## src/rtl/ram_bist_pkg.sv

```systemverilog
// Shared types and per-element march constants for the RAM march BIST engine.
package ram_bist_pkg;

  localparam int DEF_AW = 3;
  localparam int DEF_DW = 8;

  typedef enum logic [2:0] {IDLE, WR, RD, CK, DONE} state_t;
  typedef enum logic [1:0] {E0, E1, E2, E3} elem_t;

  typedef struct packed {
    logic down;
    logic expect_one;
    logic write_after;
  } elem_cfg_t;

  // E0 is write-only; its write_after bit marks it as a writing element.
  function automatic elem_cfg_t elem_cfg(elem_t e);
    elem_cfg_t c;
    c = '0;
    case (e)
      E0: c = '{down: 1'b0, expect_one: 1'b0, write_after: 1'b1};
      E1: c = '{down: 1'b0, expect_one: 1'b0, write_after: 1'b1};
      E2: c = '{down: 1'b1, expect_one: 1'b1, write_after: 1'b1};
      E3: c = '{down: 1'b1, expect_one: 1'b0, write_after: 1'b0};
      default: c = '0;
    endcase
    return c;
  endfunction

endpackage

```

## src/rtl/ram_bist_addr_gen.sv

```systemverilog
// Up/down address counter: load jumps to the first address of a direction,
// last flags the final address so the counter never runs past 0 or D-1.
module ram_bist_addr_gen #(
  parameter int AW = 3
) (
  input  logic          clk,
  input  logic          nrst,
  input  logic          load,
  input  logic          load_down,
  input  logic          step,
  output logic [AW-1:0] addr,
  output logic          last
);

  localparam logic [AW-1:0] TOP = '1;

  logic [AW-1:0] addr_reg;
  logic          down_reg;

  always_ff @(posedge clk or negedge nrst) begin
    if (!nrst) begin
      addr_reg <= '0;
      down_reg <= 1'b0;
    end else if (load) begin
      addr_reg <= load_down ? TOP : '0;
      down_reg <= load_down;
    end else if (step && !last) begin
      addr_reg <= down_reg ? addr_reg - AW'(1) : addr_reg + AW'(1);
    end
  end

  assign addr = addr_reg;
  assign last = down_reg ? (addr_reg == '0) : (addr_reg == TOP);

endmodule

```

## src/rtl/ram_march_bist.sv

```systemverilog
// March C- BIST initiator for the simple dual-port RAM.
// Optional RAM_BIST_ERRCNT_EN: count mismatches into err_cnt instead of aborting.
module ram_march_bist
  import ram_bist_pkg::*;
#(
  parameter int AW = DEF_AW,
  parameter int DW = DEF_DW
) (
  input  logic          clk,
  input  logic          nrst,
  input  logic          start,
  output logic          busy,
  output logic          done,
  output logic          pass,
  output logic [AW-1:0] fail_addr,
  output logic [1:0]    fail_elem,
`ifdef RAM_BIST_ERRCNT_EN
  output logic [AW+1:0] err_cnt,
`endif
  output logic          ram_ce,
  output logic          ram_we,
  output logic          ram_re,
  output logic [AW-1:0] ram_adr_a,
  output logic [AW-1:0] ram_adr_b,
  output logic [DW-1:0] ram_din,
  input  logic [DW-1:0] ram_dout
);

`ifdef RAM_BIST_ERRCNT_EN
  localparam bit ABORT = 1'b0;
`else
  localparam bit ABORT = 1'b1;
`endif

  state_t        state_reg, state_next;
  elem_t         elem_reg, elem_next;
  elem_cfg_t     cfg;
  logic          ag_load, ag_load_down, ag_step;
  logic [AW-1:0] addr;
  logic          last;
  logic [DW-1:0] expected;
  logic          mismatch, start_acc;
  logic          pass_reg;
  logic [AW-1:0] fail_addr_reg, adr_a_reg, adr_b_reg;
  logic [1:0]    fail_elem_reg;
  logic [DW-1:0] din_reg;

  ram_bist_addr_gen #(.AW(AW)) u_addr_gen (
    .clk       (clk),
    .nrst      (nrst),
    .load      (ag_load),
    .load_down (ag_load_down),
    .step      (ag_step),
    .addr      (addr),
    .last      (last)
  );

  assign cfg       = elem_cfg(elem_reg);
  assign expected  = {DW{cfg.expect_one}};
  assign mismatch  = (state_reg == CK) && (ram_dout != expected);
  assign start_acc = ((state_reg == IDLE) || (state_reg == DONE)) && start;

  always_ff @(posedge clk or negedge nrst) begin
    if (!nrst) begin
      state_reg <= IDLE;
      elem_reg  <= E0;
    end else begin
      state_reg <= state_next;
      elem_reg  <= elem_next;
    end
  end

  always_comb begin
    state_next   = state_reg;
    elem_next    = elem_reg;
    ag_load      = 1'b0;
    ag_load_down = 1'b0;
    ag_step      = 1'b0;
    case (state_reg)
      IDLE, DONE: begin
        if (start) begin
          state_next = WR;
          elem_next  = E0;
          ag_load    = 1'b1;
        end
      end
      WR: begin
        if (last) begin
          state_next   = RD;
          elem_next    = E1;
          ag_load      = 1'b1;
          ag_load_down = elem_cfg(E1).down;
        end else begin
          ag_step = 1'b1;
        end
      end
      RD: state_next = CK;
      CK: begin
        if (mismatch && ABORT) begin
          state_next = DONE;
        end else if (last) begin
          if (elem_reg == E3) begin
            state_next = DONE;
          end else begin
            state_next   = RD;
            elem_next    = elem_t'(elem_reg + 2'd1);
            ag_load      = 1'b1;
            ag_load_down = elem_cfg(elem_next).down;
          end
        end else begin
          state_next = RD;
          ag_step    = 1'b1;
        end
      end
      default: state_next = IDLE;
    endcase
  end

  // Addresses and write data fall back to their held copies when idle.
  always_comb begin
    busy      = (state_reg == WR) || (state_reg == RD) || (state_reg == CK);
    done      = (state_reg == DONE);
    ram_we    = 1'b0;
    ram_re    = 1'b0;
    ram_adr_a = adr_a_reg;
    ram_adr_b = adr_b_reg;
    ram_din   = din_reg;
    case (state_reg)
      WR: begin
        ram_we    = 1'b1;
        ram_adr_a = addr;
        ram_din   = '0;
      end
      RD: begin
        ram_re    = 1'b1;
        ram_adr_b = addr;
      end
      CK: begin
        if (cfg.write_after && !(mismatch && ABORT)) begin
          ram_we    = 1'b1;
          ram_adr_a = addr;
          ram_din   = {DW{~cfg.expect_one}};
        end
      end
      default: ;
    endcase
  end

  assign ram_ce    = busy;
  assign pass      = done & pass_reg;
  assign fail_addr = fail_addr_reg;
  assign fail_elem = fail_elem_reg;

  always_ff @(posedge clk or negedge nrst) begin
    if (!nrst) begin
      adr_a_reg     <= '0;
      adr_b_reg     <= '0;
      din_reg       <= '0;
      pass_reg      <= 1'b0;
      fail_addr_reg <= '0;
      fail_elem_reg <= '0;
    end else begin
      adr_a_reg <= ram_adr_a;
      adr_b_reg <= ram_adr_b;
      din_reg   <= ram_din;
      if (start_acc) begin
        pass_reg      <= 1'b1;
        fail_addr_reg <= '0;
        fail_elem_reg <= '0;
      end else if (mismatch && pass_reg) begin
        pass_reg      <= 1'b0;
        fail_addr_reg <= addr;
        fail_elem_reg <= elem_reg;
      end
    end
  end

`ifdef RAM_BIST_ERRCNT_EN
  logic [AW+1:0] err_cnt_reg;

  always_ff @(posedge clk or negedge nrst) begin
    if (!nrst) begin
      err_cnt_reg <= '0;
    end else if (start_acc) begin
      err_cnt_reg <= '0;
    end else if (mismatch && (err_cnt_reg != '1)) begin
      err_cnt_reg <= err_cnt_reg + (AW+2)'(1);
    end
  end

  assign err_cnt = err_cnt_reg;
`endif

endmodule

```

## config.mk

```make
export PLATFORM = sky130hd
export DESIGN_NAME = ram_march_bist
export DESIGN_NICKNAME = d
export VERILOG_FILES = /design/src/rtl/ram_bist_pkg.sv /design/src/rtl/ram_bist_addr_gen.sv /design/src/rtl/ram_march_bist.sv
export SDC_FILE = /design/constraint.sdc
export NUM_CORES = 1
export LEC_CHECK = 0
export ABC_AREA = 1
export BUFFER_PORTS_ARGS = -buffer_cell sky130_fd_sc_hd__buf_2
export CAP_MARGIN = 15
export CORE_MARGIN = 2
export CORE_UTILIZATION = 55
export DETAILED_ROUTE_END_ITERATION = 7
export GPL_TIMING_DRIVEN = 0
export PLACE_DENSITY_LB_ADDON = 0.3
export SLEW_MARGIN = 30
export SYNTH_ARGS = -nofsm -noshare
export SYNTH_HDL_FRONTEND = slang
export SYNTH_SLANG_ARGS = --single-unit
```

## constraint.sdc

```tcl
create_clock -name clk -period 5.25 [get_ports clk]
set_input_delay 0.525 -clock clk [delete_from_list [all_inputs] [get_ports clk]]
set_output_delay 0.525 -clock clk [all_outputs]
set_load 0.02 [all_outputs]
```

### Word level (Yosys, flattened, before mapping)

Index checks and enable logic that the tools add are counted.

| word-level totals | value |
|---|---|
| register bits | 29 |
| input bits | 11 |

| cells by class | value |
|---|---|
| $add $sub $neg | 3 |
| equality and inequality tests | 17 |
| muxes and demuxes | 46 |
| bitwise gates (word level) | 2 |
| reductions and logical operators | 22 |

Operators by type and width:

| kind | count |
|---|---|
| 2-to-1 mux 3 bit | 13 |
| 2-to-1 mux 1 bit | 16 |
| one-hot mux 8 bit (2 select lines) | 1 |
| 2-to-1 mux 2 bit | 7 |
| one-hot mux 2 bit (3 select lines) | 2 |
| one-hot mux 3 bit (4 select lines) | 1 |
| one-hot mux 3 bit (3 select lines) | 1 |
| equality test 2 bit, second input constant | 4 |
| 2-to-1 mux 8 bit | 1 |
| inequality test 8 bit | 1 |
| equality test 3 x 2 -> 1 bit, second input constant | 2 |
| equality test 3 bit, second input constant | 2 |
| logical NOT 3 bit | 2 |
| inequality test 2 bit, second input constant | 3 |
| one-hot mux 3 bit (2 select lines) | 1 |
| AND reduction 6 bit | 1 |
| OR reduction 2 bit | 3 |
| logical AND 1 bit | 5 |
| equality test 2 x 1 -> 1 bit, second input constant | 2 |
| logical NOT 2 bit | 2 |
| inequality test 2 x 1 -> 1 bit, second input constant | 2 |
| one-hot mux 1 bit (2 select lines) | 2 |
| nonzero test 2 bit | 2 |
| adder 3 x 1 -> 3 bit, second input constant | 1 |
| other kinds (10) | 13 |

### Longest topological paths before layout

Gate-level depths: netlist of run 1.

| logic depth | value |
|---|---|
| depth after elaboration | 10 |
| depth in mapped cells | 13 |
| depth with buffers taken out | 13 |

### Cells and area by module

A second synthesis of run 1 with hierarchy kept.

| second synthesis, totals | value |
|---|---|
| cell total of the unflattened synthesis | 220 |
| area total of the unflattened synthesis | 1654.1 um2 |

Modules (own cells, without submodules):

| module | instances | cells an instance | area an instance (um2) |
|---|---|---|---|
| ram_march_bist | 1 | 183 | 1377.6 |
| ram_bist_addr_gen | 1 | 37 | 276.5 |

### Worst setup path after synthesis of run 1

Ideal clock, no wire load.

| timing | value |
|---|---|
| kind | register -> output |
| start | register elem_reg[0] |
| end | output ram_adr_a[0] |
| arrival time | 1.694 ns |
| required time | 4.725 ns |
| path slack | 3.031 ns |
| stages on the path, launching flop included | 14 |
| buffers on the path | 0 |
| path through | dfrtp_1 -> inv_1 -> ha_1 -> or2_1 -> nor2_1 -> nand2_2 -> nand3_4 -> nand2_4 -> inv_6 -> nand2_4 -> nand2_2 -> nand2_1 -> nand2_1 -> inv_1 |

| on the way | value |
|---|---|
| longest elaborated chain between the ends | 9 |

RTL lines:

| what | line | RTL |
|---|---|---|
| from (decl) | ram_march_bist.sv:36 | `elem_t elem_reg, elem_next;` |
| from (signal assigned) | ram_march_bist.sv:69 | `elem_reg <= elem_next;` |
| equality test 2 x 1 -> 1 bit or logical NOT 2 bit (tied branches) | ram_bist_pkg.sv:20 | `case (e)` |
| OR reduction 2 bit (no line) | n/a |  |
| one-hot mux 2 bit (3 select lines) * | ram_bist_pkg.sv:20 |  |
| inequality test 8 bit | ram_march_bist.sv:60 | `assign mismatch = (state_reg == CK) && (ram_dout != expected);` |
| logical AND 1 bit | ram_march_bist.sv:60 |  |
| logical NOT 1 bit | ram_march_bist.sv:139 | `if (cfg.write_after && !(mismatch && ABORT)) begin` |
| logical AND 1 bit * | ram_march_bist.sv:139 |  |
| 2-to-1 mux 3 bit * | ram_march_bist.sv:139 |  |
| one-hot mux 3 bit (2 select lines) * | ram_march_bist.sv:128 | `case (state_reg)` |
| to (decl) | ram_march_bist.sv:23 | `output logic [AW-1:0] ram_adr_a,` |

Mark *: on every way between the ends. The rest lies on a longest branch, timed or not.

### Final worst setup path of run 1

Ends and elaborated chain as after synthesis.

==> impl_metrics.tcl, run 1 <==
set metrics [dict create \
    globalRouteMet1Util_pct 28.6 \
    clk-insertion-delay-late_ps 340 \
    layout_common_cells "sky130_fd_sc_hd__nand2_1, sky130_fd_sc_hd__buf_2, sky130_fd_sc_hd__dfrtp_1" \
    placement.setup.worst_slack_ps 2820 \
    cts_num_sinks 29 \
    cts_made_buffers 5 \
    mostFrequentLayoutCell "sky130_fd_sc_hd__nand2_1" \
    netlist.area_leader.share_pct 45.8 \
    num-nets-final 245 \
    total_leakage_power_nw 1.02 \
    first_pass_grt_wire_length_um 5650 \
    vias_in_the_first_global_route 1301 \
    cts.hold.buffers_added 0 \
    track_usage_pct 22.8 \
    core_region_area_um2 2760 \
    grt_util_met2_pct 37.2 \
    h-tree-depth 2 \
    gpl.final_weighted_congestion 0.869 \
    hold_violations 0 \
    worst_slew_pin_slew_ps 629 \
    dp.final_hpwl_um 2430 \
    drt_first_iter_violations 42 \
    max_freq_ghz 0.361 \
    power_per_cell_area_nw_per_um2 776 \
    layout_worst_path_cycle_share_pct 52.7 \
    power.ir.vdd_worst_v 0.000572 \
    synth_fp_nets 203 \
    fin_area_um2 1880 \
    rsz0062_at_grt "no" \
    cts_post_setup_buffers_inserted 0 \
    synth_seq_cells 29 \
    startpoint_type "flop" \
    outcome "completed" \
    die_width_um 57.7 \
    yosysSeqAreaShare_pct 45.8 \
    top_usage_layer "met2" \
    port-buffer-count 35 \
    detail_route.first_pass.iterations 4 \
    seqCellArea_um2 726 \
    layout.cells.non_filler 263 \
    ioPinCount 36 \
    effective_utilization_at_floorplan_pct 57.5 \
    relSlewSlack_pct 58.1 \
    dieArea_um2 3330 \
    layout.filler_cells 248 \
    timing.critical_path.to_type "output port" \
    cp_max_fo 10 \
    final.setup_skew_ps 13.5 \
    register_clock_pin_slew_on_the_reported_worst_setup_and_hold_paths_ps 100 \
    syn2layout_area_growth_pct 18.9 \
    most_area_consuming_cells_after_synthesis "sky130_fd_sc_hd__dfrtp_1, sky130_fd_sc_hd__nand2_1, sky130_fd_sc_hd__nor2_1" \
    layout-drive-gt1-share_pct 31.5 \
    grt.met3_usage_pct 5.36 \
    drc_violation_count_after_routing 0 \
    placed_cell_area_um2 1800 \
    timing.final.ws_setup_ps 2480 \
    netlist_area_um2 1590 \
    die_h_um 57.7 \
    area_taken_by_multi_input_logic_gates_um2 748 \
    yosys_warnings 0 \
    timing.final.max_slew_violations 0 \
    grt_antenna_before_repair 0 \
    max_cap_viol_count 0 \
    route.detailed.wl_per_inst_um 12.1 \
    synthesis.area_per_instance_um2 8.39 \
    cts_root_buf "sky130_fd_sc_hd__clkbuf_4" \
    cts.repair.resized 0 \
    timing.final.setup_violations 0 \
    worst_hold_path_type "input pin to async pin" \
    largest_reg_flops 8 \
    dpl.cell_count 255 \
    syn-instance-count 189 \
    route.antenna.remaining_nets 0 \
    synth_top_area_cell "sky130_fd_sc_hd__dfrtp_1" \
    placement_rows 19 \
    grt_start_max_net_pins 30 \
    vias 1372 \
    path_class "flop to output port" \
    cts-root-to-sink-buffers 2 \
    tritoncts "built" \
    route.final.wire_length_um 3180 \
    antennaDiodeCount 0 \
    post_layout_minimum_cycle_time_ps 2770 \
    timing.critical_path.required_ps 4720 \
    grt.overflow.total 0 \
    setup_total_negative_slack_ps 0 \
    utilization_pct 68.3 \
    detail_route.vias_per_cell 5.22 \
    worst-endpoint-arrival_ps 2240 \
    yosysUniqueCellTypes 30 \
]
-- per-layer routing --
metal  wire length [um]  part of all wire [%]
met5                  0                     0
met4                 63                   2.0
met3                129                   4.1
met2               1500                    47
met1               1490                    47
-- worst max-delay path, cell delays in order, from the launching register on --
cell and delay [ps]:
sky130_fd_sc_hd__dfrtp_1 380, sky130_fd_sc_hd__inv_1 90, sky130_fd_sc_hd__ha_1 240, sky130_fd_sc_hd__or2_1 230
sky130_fd_sc_hd__nor2_1 130, sky130_fd_sc_hd__nand2_2 110, sky130_fd_sc_hd__nand3_4 110, sky130_fd_sc_hd__nand2_4 70
sky130_fd_sc_hd__inv_6 100, sky130_fd_sc_hd__nand2_4 70, sky130_fd_sc_hd__nand2_2 80, sky130_fd_sc_hd__nand2_1 50
sky130_fd_sc_hd__nand2_1 60, sky130_fd_sc_hd__inv_1 40, sky130_fd_sc_hd__buf_2 150
-- metrics by stage --
step           hold WS [ps]  power, mW
2_1_floorplan           229       1.04
3_3_place_gp            475       1.26
3_5_place_dp            479       1.28
4_1_cts                 216       1.47
5_1_grt                 251       1.58
6_report                198       1.46
-- cells by family (layout without fill, tap and decap cells) --
family	Yosys count	after routing	synth area share, %
simple gates	109	109	34.1
flops	29	29	45.8
buf+inv	24	67	7.02
compound gates	22	22	9.16
fa+ha+maj	3	3	2.84
xor+xnor	2	2	1.11
-- cell usage after synthesis --
cell / n
sky130_fd_sc_hd__or2_2: 1
sky130_fd_sc_hd__buf_6: 1
sky130_fd_sc_hd__or2_1: 1
sky130_fd_sc_hd__fa_1: 1
sky130_fd_sc_hd__nand3b_1: 5
sky130_fd_sc_hd__nand2_4: 3
sky130_fd_sc_hd__clkinv_4: 1
sky130_fd_sc_hd__o21ai_0: 11
sky130_fd_sc_hd__inv_1: 18
sky130_fd_sc_hd__nand2_2: 6
sky130_fd_sc_hd__buf_4: 1
sky130_fd_sc_hd__nand4_2: 1
sky130_fd_sc_hd__dfrtp_1: 29
sky130_fd_sc_hd__inv_6: 1
sky130_fd_sc_hd__a31oi_1: 1
sky130_fd_sc_hd__nand3_2: 3
sky130_fd_sc_hd__nand2_1: 49
sky130_fd_sc_hd__ha_1: 2
sky130_fd_sc_hd__xor2_1: 1
sky130_fd_sc_hd__nand3_4: 1
sky130_fd_sc_hd__a21oi_1: 1
sky130_fd_sc_hd__nor2_2: 2
sky130_fd_sc_hd__a21oi_2: 8
sky130_fd_sc_hd__nand4_1: 2
sky130_fd_sc_hd__nand3_1: 13
sky130_fd_sc_hd__a22o_1: 1
sky130_fd_sc_hd__inv_2: 2
sky130_fd_sc_hd__xnor2_1: 1
sky130_fd_sc_hd__nor2_1: 20
sky130_fd_sc_hd__nor3_1: 2
-- report_power, final --
group          internal [mW]  leakage (nW)  switching, mW
clock                  0.114        0.0455         0.0802
combinational          0.297         0.604          0.596
sequential             0.318         0.370         0.0583
total                  0.728          1.02          0.734
-- final timing paths --
path / start / to / slack [ps] / cells past startpoint
hold reg to reg: adr_b_reg[1] / adr_b_reg[1] / 500 / 2
min in group clk: adr_b_reg[1] / adr_b_reg[1] / 500 / 2
setup / recovery: elem_reg[0] / ram_adr_a[0] / 2480 / 14
max in group asynchronous: nrst / state_reg[1] / 4640 / 1
hold / removal: nrst / din_reg[5] / 200 / 1
setup reg to reg: elem_reg[0] / din_reg[1] / 3380 / 11
-- area by class of cell --
type,count,share of cell area [%]
sequential,29,38.5
inverter,22,4.91
clock buffer,7,2.92
tap,31,2.06
buffer,2,0.996
clock inverter,1,1.59
timing repair buffer,35,9.30
multi-input combinational,136,39.7
(Power assumes the default switching activity.)
==> inputs of run 2 (changes only) <==
--- a/config.mk
+++ b/config.mk
@@ -9,7 +9,7 @@
 export BUFFER_PORTS_ARGS = -buffer_cell sky130_fd_sc_hd__buf_2
 export CAP_MARGIN = 15
 export CORE_MARGIN = 2
-export CORE_UTILIZATION = 55
+export CORE_UTILIZATION = 53
 export DETAILED_ROUTE_END_ITERATION = 7
 export GPL_TIMING_DRIVEN = 0
 export PLACE_DENSITY_LB_ADDON = 0.3
==> constraint.sdc (replaced) <==
create_clock -name clk -period 2.7 [get_ports clk]
set_input_delay 0.27 -clock clk [delete_from_list [all_inputs] [get_ports clk]]
set_output_delay 0.27 -clock clk [all_outputs]
set_load 0.02 [all_outputs]
==> impl_metrics.tcl, run 2 (same netlist as run 1, synthesis figures left out) <==
set metrics [dict create \
    h-tree-depth 2 \
    fin_area_um2 1890 \
    detail_route.first_pass.iterations 6 \
    antennaDiodeCount 0 \
    dp.final_hpwl_um 2540 \
    route.detailed.wl_per_inst_um 13.0 \
    grt_antenna_before_repair 0 \
    first_pass_grt_wire_length_um 5870 \
    post_layout_minimum_cycle_time_ps 2490 \
    tritoncts "built" \
    path_class "flop to output port" \
    timing.final.ws_setup_ps 211 \
    largest_reg_flops 8 \
    fin_worst_hold_slack_ps 434 \
    worst-endpoint-arrival_ps 2220 \
    crit_chain "ha_1, or2_1, nor2_1, nand2_2, nand3_4, nand2_4, inv_6, nand2_4, nand2_2, nand2_1, nand2_1, inv_1, buf_2" \
    placement_rows 19 \
    startpoint_type "flop" \
    cts_num_sinks 29 \
    rsz0062_at_grt "no" \
    cp_max_fo 10 \
    layout-drive-gt1-share_pct 32.1 \
    grt.overflow.total 0 \
    grt.met3_usage_pct 6.15 \
    relSlewSlack_pct 57.9 \
    syn2layout_area_growth_pct 19.0 \
    max_cap_viol_count 0 \
    timing.critical_path.required_ps 2430 \
    total_leakage_power_nw 1.02 \
    worst_slew_pin_slew_ps 632 \
    drt_first_iter_violations 66 \
    critPathBufInv 3 \
    grt_start_max_net_pins 30 \
    timing.final.setup_violations 0 \
    route.final.wire_length_um 3430 \
    core_region_area_um2 2810 \
    vias_in_the_first_global_route 1349 \
    top_usage_layer "met2" \
    gpl.final_weighted_congestion 0.858 \
    detail_route.vias_per_cell 5.20 \
    die_h_um 58.7 \
    drc_violation_count_after_routing 3 \
    timing.critical_path.to_type "output port" \
    placed_cell_area_um2 1800 \
    final.setup_skew_ps 11.4 \
    layout_common_cells "sky130_fd_sc_hd__nand2_1, sky130_fd_sc_hd__buf_2, sky130_fd_sc_hd__dfrtp_1" \
    placement.setup.worst_slack_ps 532 \
    register_clock_pin_slew_on_the_reported_worst_setup_and_hold_paths_ps 100 \
    globalRouteMet1Util_pct 29.0 \
    layout.filler_cells 253 \
    power_per_cell_area_nw_per_um2 1500 \
    ioPinCount 36 \
    clk-insertion-delay-late_ps 340 \
    mostFrequentLayoutCell "sky130_fd_sc_hd__nand2_1" \
    power.ir.vdd_worst_v 0.000806 \
    cts.repair.resized 0 \
    timing.final.max_slew_violations 0 \
    port-buffer-count 35 \
    cts_made_buffers 5 \
    track_usage_pct 23.0 \
    failed_checks "design-rule violations" \
    hold_violations 0 \
    effective_utilization_at_floorplan_pct 56.5 \
    dieArea_um2 3440 \
    worst_path_largest_cell_delay_ps 430 \
    layout_worst_path_cycle_share_pct 92.2 \
    cts-root-to-sink-buffers 2 \
    grt_util_met2_pct 38.4 \
    worst_hold_path_type "input pin to flop" \
    crit_path_slowest_cell "sky130_fd_sc_hd__dfrtp_1" \
    path_delay_family "simple AND/OR/NAND/NOR gates" \
    route.antenna.remaining_nets 0 \
    vias 1379 \
    num-nets-final 247 \
    outcome "complete, but fails checks" \
    cts_root_buf "sky130_fd_sc_hd__clkbuf_4" \
    setup_total_negative_slack_ps 0 \
    seqCellArea_um2 726 \
    die_width_um 58.7 \
    area_taken_by_multi_input_logic_gates_um2 748 \
    max_freq_ghz 0.402 \
]
-- run 2: cell count changes in the layout (fill, tap and decap cells not counted) --
cell / previous run / this run
sky130_fd_sc_hd__buf_4: 1 / 2
sky130_fd_sc_hd__clkbuf_8: 1 / 2
sky130_fd_sc_hd__dlygate4sd3_1: 0 / 1
sky130_fd_sc_hd__clkinv_2: 0 / 1
sky130_fd_sc_hd__bufinv_16: 1 / 0
sky130_fd_sc_hd__clkbuf_1: 1 / 0
-- run 2: path summary, 6_finish.rpt --
path                               from                  to  slack [ps]  cells after the start
max reg2reg                 elem_reg[1]  u_addr_gen.addr[0]         840                     10
max                         elem_reg[1]        ram_adr_a[1]         210                     13
min                               start            pass_reg         430                      3
max in group asynchronous          nrst  u_addr_gen.addr[0]        1810                      2
min reg2reg                fail_elem[1]        fail_elem[1]         500                      2
min in group asynchronous          nrst        state_reg[1]         470                      2
-- run 2: what timing repair did --
item                                    CTS  global route
endpoints found under the setup margin    0             3
setup buffers                             0             1
endpoints found under the hold margin    29             0
hold buffers                              1             0
-- run 2: report_power, final --
group | switching [mW] | internal (mW)
registers | 0.110 | 0.618
logic | 1.21 | 0.585
clock network | 0.155 | 0.151
-- run 2: final cells by class --
class / instances / area share [%]
sequential: 29 / 38.5
clock inverter: 1 / 0.265
multi-input combinational: 136 / 39.7
tap: 31 / 2.06
clock buffer: 7 / 3.45
inverter: 22 / 4.91
timing repair buffer: 37 / 10.2
buffer: 2 / 0.995
-- run 2: through the flow --
step                instances  util [%]  total power, mW
floorplan                 189         -             2.03
global placement          255      64.1             2.46
detailed placement        255      64.1             2.51
CTS                       264      67.0             2.82
global route              265      67.3             3.06
finish                    265      67.3             2.82
-- run 2: routing by layer --
layer | part of all wire [%] | vias to the layer above
met1 | 46 | 636
met3 | 4.7 | 7
met4 | 1.7 | 0
met2 | 47 | 37
li1 | - | 699
met5 | 0 | -
-- run 2: tightest hold or removal path: cells and delay by family --
kind,cells,cell delay (ps)
AO/OA/AOI/OAI,1,130
buffers and inverters,1,100
AND/OR/NAND/NOR,1,230
==> inputs of run 3 (changes only) <==
--- a/config.mk
+++ b/config.mk
@@ -9,7 +9,7 @@
 export BUFFER_PORTS_ARGS = -buffer_cell sky130_fd_sc_hd__buf_2
 export CAP_MARGIN = 15
 export CORE_MARGIN = 2
-export CORE_UTILIZATION = 53
+export CORE_UTILIZATION = 55
 export DETAILED_ROUTE_END_ITERATION = 7
 export GPL_TIMING_DRIVEN = 0
 export PLACE_DENSITY_LB_ADDON = 0.3
==> constraint.sdc (replaced) <==
create_clock -name clk -period 2.99 [get_ports clk]
set_input_delay 0.299 -clock clk [delete_from_list [all_inputs] [get_ports clk]]
set_output_delay 0.299 -clock clk [all_outputs]
set_load 0.02 [all_outputs]
==> impl_metrics.tcl, run 3 (same netlist as run 1, synthesis figures left out) <==
set metrics [dict create \
    outcome "completed" \
    reg2reg_slack_ps 1120 \
    vias_in_the_first_global_route 1317 \
    vias 1373 \
    route.final.wire_length_um 3180 \
    layout-drive-gt1-share_pct 31.3 \
    timing.critical_path.required_ps 2690 \
    syn2layout_area_growth_pct 19.5 \
    layout.filler_cells 247 \
    crit_chain "inv_1, ha_1, or2_1, nor2_1, nand2_2, nand3_4, nand2_4, inv_6, nand2_4, nand2_2, nand2_1, nand2_1, inv_1, buf_2" \
    core_region_area_um2 2760 \
    largest_reg_flops 8 \
    seq_power_share_pct 25.7 \
    path_class "flop to output port" \
    post_layout_minimum_cycle_time_ps 2540 \
    detail_route.vias_per_cell 5.20 \
    reg2reg_depth 11 \
    timing.final.max_slew_violations 0 \
    report.power.total_mw 2.57 \
    port-buffer-count 35 \
    cp_max_fo 10 \
    register_clock_pin_slew_on_the_reported_worst_setup_and_hold_paths_ps 90 \
    ioPinCount 36 \
    effective_utilization_at_floorplan_pct 57.5 \
    total_leakage_power_nw 1.02 \
    power_switching_mw 1.29 \
    gpl.final_weighted_congestion 0.869 \
    crit_path_slowest_cell "sky130_fd_sc_hd__dfrtp_1" \
    setup_total_negative_slack_ps 0 \
    mostFrequentLayoutCell "sky130_fd_sc_hd__nand2_1" \
    final.setup_skew_ps 12.8 \
    clk-insertion-delay-late_ps 330 \
    drt_first_iter_violations 45 \
    antennaDiodeCount 0 \
    placement_rows 19 \
    power.ir.vdd_worst_v 0.00100 \
    pwr-share-clk_pct 13.2 \
    hold_violations 0 \
    cts_root_buf "sky130_fd_sc_hd__clkbuf_4" \
    startpoint_type "flop" \
    power_per_cell_area_nw_per_um2 1360 \
    worst_hold_path.num_cells 3 \
    area_taken_by_multi_input_logic_gates_um2 748 \
    drc_violation_count_after_routing 0 \
    die_h_um 57.7 \
    timing.critical_path.to_type "output port" \
    grt.overflow.total 0 \
    relSlewSlack_pct 58.0 \
    holdCritStartpoint "start" \
    placed_cell_area_um2 1800 \
    worst_path_largest_cell_delay_ps 380 \
    rsz0062_at_grt "no" \
    first_pass_grt_wire_length_um 5680 \
    tritoncts "built" \
    dp.final_hpwl_um 2430 \
    max_freq_ghz 0.393 \
    worstReg2RegStart "elem_reg[0]" \
    die_width_um 57.7 \
    route.detailed.wl_per_inst_um 12.0 \
    detail_route.first_pass.iterations 4 \
    route.antenna.remaining_nets 0 \
    cts.hold.buffers_added 1 \
    layout_common_cells "sky130_fd_sc_hd__nand2_1, sky130_fd_sc_hd__buf_2, sky130_fd_sc_hd__dfrtp_1" \
    cts.repair.resized 0 \
    h-tree-depth 2 \
    max_cap_viol_count 0 \
    track_usage_pct 22.9 \
    hold-path-endpoint "state_reg[0]" \
    cts-root-to-sink-buffers 2 \
    seqCellArea_um2 726 \
    worst_hold_path_type "input pin to flop" \
    path_delay_family "simple AND/OR/NAND/NOR gates" \
    cts_post_setup_buffers_inserted 0 \
    worst-endpoint-arrival_ps 2240 \
    dieArea_um2 3330 \
    reg2reg_to "din_reg[1]" \
    cts_num_sinks 29 \
    grt_start_max_net_pins 30 \
    p_sw_share_pct 50.2 \
    num-nets-final 246 \
    cts_made_buffers 5 \
    power.internal_mw 1.28 \
    worst_slew_pin_slew_ps 629 \
    critPathBufInv 4 \
    layout_worst_path_cycle_share_pct 85.0 \
    timing.final.setup_violations 0 \
    p_comb_share_pct 61.1 \
    grt_antenna_before_repair 0 \
    fin_area_um2 1890 \
]
[run 3: cell types whose count changed in the layout (fill, tap and decap cells not counted)]
cell,delta
sky130_fd_sc_hd__clkinv_2,-1
sky130_fd_sc_hd__clkbuf_8,-1
sky130_fd_sc_hd__buf_4,-1
sky130_fd_sc_hd__bufinv_16,+1
sky130_fd_sc_hd__clkbuf_1,+1
[run 3: per-stage QoR]
step	hold WS, ps	instances	setup slack [ps]	util, %
after floorplan	3.41	189	997	-
after global placement	355	255	811	65.2
after detailed placement	360	255	787	65.2
after CTS	433	264	403	68.7
after global routing	494	264	228	68.7
final	442	264	447	68.7
[run 3: how the worst max path moves through the flow]
stage / startpoint / end / slack [ps] / cells after the start
final: elem_reg[0] / ram_adr_a[0] / 450 / 14
after global routing: elem_reg[0] / ram_adr_a[2] / 230 / 14
after CTS: elem_reg[0] / ram_adr_a[0] / 400 / 14
after detailed placement: elem_reg[0] / ram_adr_a[0] / 790 / 14
after global placement: elem_reg[0] / ram_adr_a[1] / 810 / 14
after floorplan: elem_reg[0] / ram_adr_a[0] / 1000 / 13
[run 3: tightest hold or removal path, delay by kind of cell]
family,cells,cell delay (ps)
and+or+nand+nor,2,330
buffers and inverters,1,110
[run 3: final cells by class]
cell class                 count  share of cell area, %
multi-input combinational    136                   39.5
sequential                    29                   38.3
timing repair buffer          36                   9.78
inverter                      22                   4.89
clock buffer                   7                   2.91
tap                           31                   2.05
clock inverter                 1                   1.59
buffer                         2                  0.991
[run 3: power groups by stage]
stage          combinational (mW)  sequential (mW)  clock, mW
2_1_floorplan                1.17            0.666          0
3_3_place_gp                 1.56            0.661          0
3_5_place_dp                 1.58            0.667          0
4_1_cts                      1.58            0.660      0.345
5_1_grt                      1.74            0.676      0.360
6_report                     1.57            0.660      0.340
[run 3: layer usage]
layer	vias to the layer above	track usage (%)	wire (um)
li1	692	-	-
met1	649	28.3	1490
met2	24	37.8	1500
met3	8	5.36	125
met4	0	11.0	64
met5	-	0	0
